<file path="config.mk">
export PLATFORM = sky130hd
export DESIGN_NAME = idli_fetch_m
export DESIGN_NICKNAME = d
export VERILOG_FILES = /design/src/rtl/idli_fetch_m.sv
export SDC_FILE = /design/constraint.sdc
export NUM_CORES = 1
export LEC_CHECK = 0
export ABC_CLOCK_PERIOD_IN_PS = 2800
export CAP_MARGIN = 20
export CORE_UTILIZATION = 33
export CTS_CLUSTER_SIZE = 24
export DETAILED_ROUTE_END_ITERATION = 12
export GPL_ROUTABILITY_DRIVEN = 0
export PLACE_DENSITY = 0.68
export SLEW_MARGIN = 20
export SYNTH_ARGS = -nofsm -noshare
export SYNTH_HDL_FRONTEND = slang
export SYNTH_SLANG_ARGS = --single-unit
export TNS_END_PERCENT = 100
</file>
<file path="constraint.sdc">
create_clock -name i_fetch_gck -period 2.8 [get_ports i_fetch_gck]
set_input_delay 0.28 -clock i_fetch_gck [delete_from_list [all_inputs] [get_ports i_fetch_gck]]
set_output_delay 0.28 -clock i_fetch_gck [all_outputs]
set_load 0.05 [all_outputs]
</file>
<file path="src/rtl/idli_fetch_m.sv">
// Instruction fetch: runs SQI read transactions and streams instruction nibbles to the decoder.
// Define IDLI_FETCH_PERF_EN to add the saturating redirect counter output o_fetch_redir_cnt.
`timescale 1ns/1ps
module idli_fetch_m #(
    parameter logic [15:0] RESET_PC     = 16'h0000,
    parameter int unsigned DUMMY_CYCLES = 2
) (
    input  logic        i_fetch_gck,
    input  logic        i_fetch_rst_n,
    input  logic        i_fetch_redir,
    input  logic [15:0] i_fetch_redir_pc,
    output logic        o_fetch_mem_cs_n,
    output logic [3:0]  o_fetch_mem_sio,
    output logic [3:0]  o_fetch_mem_oe,
    input  logic [3:0]  i_fetch_mem_sio,
    output logic [3:0]  o_fetch_enc,
    output logic        o_fetch_enc_vld,
    output logic [15:0] o_fetch_pc
`ifdef IDLI_FETCH_PERF_EN
    ,
    output logic [7:0]  o_fetch_redir_cnt
`endif
);

    typedef enum logic [2:0] {StIdle, StCmd, StAddr, StDummy, StData} state_t;

    localparam logic [2:0] DUMMY_LAST = 3'(DUMMY_CYCLES - 1);

    state_t      state_q;
    logic [2:0]  step_q;
    logic [1:0]  nib_q;
    logic [15:0] pc_q;
    logic        cs_n_q;
    logic [3:0]  sio_q;
    logic [3:0]  oe_q;
    logic [3:0]  enc_q;
    logic        vld_q;

    logic [1:0]  addr_idx;
    logic [15:0] addr_sh;

    // Address nibble to drive on the next ADDR cycle, MS nibble first.
    always_comb begin
        addr_idx = step_q[1:0] + 2'd1;
        addr_sh  = pc_q << {addr_idx, 2'b00};
    end

    always_ff @(posedge i_fetch_gck or negedge i_fetch_rst_n) begin
        if (!i_fetch_rst_n) begin
            state_q <= StIdle;
            step_q  <= 3'd0;
            nib_q   <= 2'd0;
            pc_q    <= RESET_PC;
            cs_n_q  <= 1'b1;
            sio_q   <= 4'h0;
            oe_q    <= 4'h0;
            enc_q   <= 4'h0;
            vld_q   <= 1'b0;
        end else begin
            vld_q <= 1'b0;
            if (i_fetch_redir) begin
                pc_q   <= i_fetch_redir_pc;
                nib_q  <= 2'd0;
                step_q <= 3'd0;
                // IDLE already gave the memory its cs_n high cycle, so go straight on.
                if (state_q == StIdle) begin
                    state_q <= StCmd;
                    cs_n_q  <= 1'b0;
                    oe_q    <= 4'hF;
                    sio_q   <= 4'hE;
                end else begin
                    state_q <= StIdle;
                    cs_n_q  <= 1'b1;
                    oe_q    <= 4'h0;
                    sio_q   <= 4'h0;
                end
            end else begin
                case (state_q)
                    StIdle: begin
                        state_q <= StCmd;
                        step_q  <= 3'd0;
                        cs_n_q  <= 1'b0;
                        oe_q    <= 4'hF;
                        sio_q   <= 4'hE;
                    end
                    StCmd: begin
                        if (step_q == 3'd0) begin
                            step_q <= 3'd1;
                            sio_q  <= 4'hB;
                        end else begin
                            state_q <= StAddr;
                            step_q  <= 3'd0;
                            sio_q   <= pc_q[15:12];
                        end
                    end
                    StAddr: begin
                        if (step_q == 3'd3) begin
                            state_q <= StDummy;
                            step_q  <= 3'd0;
                            oe_q    <= 4'h0;
                            sio_q   <= 4'h0;
                        end else begin
                            step_q <= step_q + 3'd1;
                            sio_q  <= addr_sh[15:12];
                        end
                    end
                    StDummy: begin
                        if (step_q == DUMMY_LAST) begin
                            state_q <= StData;
                            step_q  <= 3'd0;
                        end else begin
                            step_q <= step_q + 3'd1;
                        end
                    end
                    StData: begin
                        enc_q <= i_fetch_mem_sio;
                        vld_q <= 1'b1;
                        nib_q <= nib_q + 2'd1;
                        // Memory streams sequentially, so pc simply wraps with it.
                        if (nib_q == 2'd3) begin
                            pc_q <= pc_q + 16'd1;
                        end
                    end
                    default: begin
                        state_q <= StIdle;
                        cs_n_q  <= 1'b1;
                        oe_q    <= 4'h0;
                        sio_q   <= 4'h0;
                    end
                endcase
            end
        end
    end

    assign o_fetch_mem_cs_n = cs_n_q;
    assign o_fetch_mem_sio  = sio_q;
    assign o_fetch_mem_oe   = oe_q;
    assign o_fetch_enc      = enc_q;
    assign o_fetch_enc_vld  = vld_q;
    assign o_fetch_pc       = pc_q;

`ifdef IDLI_FETCH_PERF_EN
    logic [7:0] redir_cnt_q;

    always_ff @(posedge i_fetch_gck or negedge i_fetch_rst_n) begin
        if (!i_fetch_rst_n) begin
            redir_cnt_q <= 8'h00;
        end else if (i_fetch_redir && (redir_cnt_q != 8'hFF)) begin
            redir_cnt_q <= redir_cnt_q + 8'd1;
        end
    end

    assign o_fetch_redir_cnt = redir_cnt_q;
`endif

endmodule

</file>
==> metrics.cfg <==
[floorplan]
io_pins=53
die_w_um=83.2
initial_core_util_pct=34.3
dieArea_mm2=0.00693
die_h_um=83.2
core_mm2=0.00635
rows=29

[job]
max-cap-violations=0

[place]
dpl.hpwl_um=3770
io_buffers=52

[yosys]
synth_top_area_share_pct=39.1
synth_enable_flop_cells=0
synth.distinct_cells=46
synthTopCellsByArea=dfrtp_1 (39%), o21ai_0 (4.4%), nand2_1 (4.1%), ha_1 (4.0%), xor2_1 (3.2%)
ys_top_cells_by_count=dfrtp_1 (34), nand2_1 (24), o21ai_0 (19)
syn_inst=227
synth_area_mm2=0.00218
synthArstFlopShare_pct=100
synth_warnings=0
ys_ff_latch=35
syn_nets=257
synth_flop_cell=dfrtp_1
synth.most_common_cell=dfrtp_1
synth.largest_area_cell=dfrtp_1
synth-seq-area-share_pct=40.3
synth.avg_cell_area_um2=9.59

[setup_path]
crit_buf_inv=1
worstSetupStartpointType=register
cpLargestDelayFamily=multiplexers
worstPathArrival_ns=2.22
path_cells=inv_1 > ha_1 > mux4_2 > a32oi_1 > a31oi_1
critPathCaptureType=register
slowest_stage=mux4_2
setup.worst_path.class=register to register
critical-path-max-stage-delay_ns=0.54
cp_max_fo=8
cp_data_required_time_ns=2.96

[routing]
viasPerCell=5.44
drc=0
drt_iter0_drc=104
vias=1925
dr.pass1.iters=4
ant_nets=0
wl_per_cell_um=15.0
drt_wl_total_um=5300

[cells_and_area]
drive_gt1_share_pct=9.39
fillerInstances=615
antenna_cells=0
area_delta_synth_final_pct=29.9
post-route-util_pct=44.6
layout.nets=306

[sta]
rsz0062_at_grt=false
fin_setup_tns_ns=0
max_slew_margin_pct=62.7
setup_violations=0
hold_viol=0
timing.final.crit_share_pct=73.4
period_needed_ns=2.05
drv_slew=0
worst_pin_slew_ns=0.555
skew_ns=0.0111
max_freq_mhz=487

[clock_network]
ctsHtreeMaxLevel=2
root_buffer=clkbuf_8
postCtsSetupBuffers=0
cts.clk_slew.worst_paths_ns=0.07
clkSinkCount=35
ctsHoldBuffers=0
cts_tree=done
cts_resized=0
cts_max_path_buffers=2
cts_inserted_buffers=5
clk_latency_ns=0.29

[pwr]
power_density_mw_per_mm2=829
power_leakage_nw=1.10
ir_drop_mv=0.622

[grt]
grt_max_degree=40
antenna_found_initial=0
grt_pass1_vias=1880
grt-ovfl-total=0
grt_pass1_wl_um=8960
grt_util_all_layers_pct=15.9

[outcome]
status=finished, final reports clean

[worst_hold_path]
hp-class=primary input to asynchronous set/reset pin

[path summary, 6_finish.rpt]
check,start,to,slack [ns],cells after the start
min reg2reg,o_fetch_enc[0],o_fetch_enc[0],0.51,1
max in group asynchronous,i_fetch_rst_n,o_fetch_mem_cs_n,2.04,2
max,step_q[0],o_fetch_mem_sio[0],0.75,5
max reg2reg,step_q[0],o_fetch_mem_sio[0],0.75,5
min in group i_fetch_gck,o_fetch_enc[0],o_fetch_enc[0],0.51,1
min,i_fetch_rst_n,o_fetch_pc[1],0.40,2
[metrics by stage]
stage                     area, µm²  hold WS, ns  total power [mW]  std cells  worst slack, ns
after floorplan                2180      -0.0156              1.64        227            0.804
after global placement         2750        0.488              1.99        346            0.837
after detailed placement       2750        0.495              2.00        346            0.771
after CTS                      2830        0.421              2.36        354            0.761
after global routing           2830        0.456              2.48        354            0.631
final                          2830        0.405              2.35        354            0.746
[where the power goes]
group          internal [mW]  switching (mW)  leakage, nW
Clock                  0.170           0.185       0.0477
Combinational          0.473           0.751        0.626
Sequential             0.630           0.137        0.429
Total                   1.27            1.07         1.10
[logic make-up (layout without fill, tap and decap cells)]
family	after synthesis	after routing	share of synthesized area, %
compound gates	47	47	13.4
xor+xnor	10	10	4.02
fa+ha+maj	7	7	4.02
buf+inv	22	72	5.17
flops	35	35	40.3
mux	12	12	8.22
simple gates	94	94	24.8
[worst register-to-register path, cell delays in order, from the launching register on]
cell and delay, ns:
dfrtp_1 0.49, inv_1 0.12, ha_1 0.43, mux4_2 0.54
a32oi_1 0.24, a31oi_1 0.11
[layout make-up]
type | instances | area [µm²] | area share (%)
clock buffer | 5 | 68.8 | 2.43
clock inverter | 3 | 15.0 | 0.531
inverter | 7 | 26.3 | 0.929
multi-input combinational | 170 | 1190 | 42.0
sequential | 35 | 877 | 31.0
tap | 77 | 96.3 | 3.41
timing repair buffer | 57 | 558 | 19.7
[cells in the final DEF (no fill, tap or decap), drive strengths merged, types with 6 or more instances in the layout]
cell type	n
inv	6
xor2	8
o21ai	19
dfrtp	34
nand2	24
nor3	7
a21oi	6
nor2b	7
nor2	12
clkdlybuf4s50	52
nand3	13
nand4	8
ha	7
[flip-flops by register name, indices dropped and copies added, names as in the netlist]
name              flops
o_fetch_pc           16
o_fetch_enc           4
o_fetch_mem_sio       4
state_q               3
step_q                3
nib_q                 2
o_fetch_enc_vld       1
o_fetch_mem_cs_n      1
o_fetch_mem_oe        1
[routing by layer]
metal	vias up	part of all wire (%)	routed length, µm	global-route usage (%)
met2	62	47	2470	26.3
li1	927	-	-	-
met5	-	0	0	0
met4	0	0.77	41	4.70
met3	5	6.0	317	3.18
met1	931	47	2470	21.0
Note: power is estimated with default switching activity, not from simulation.
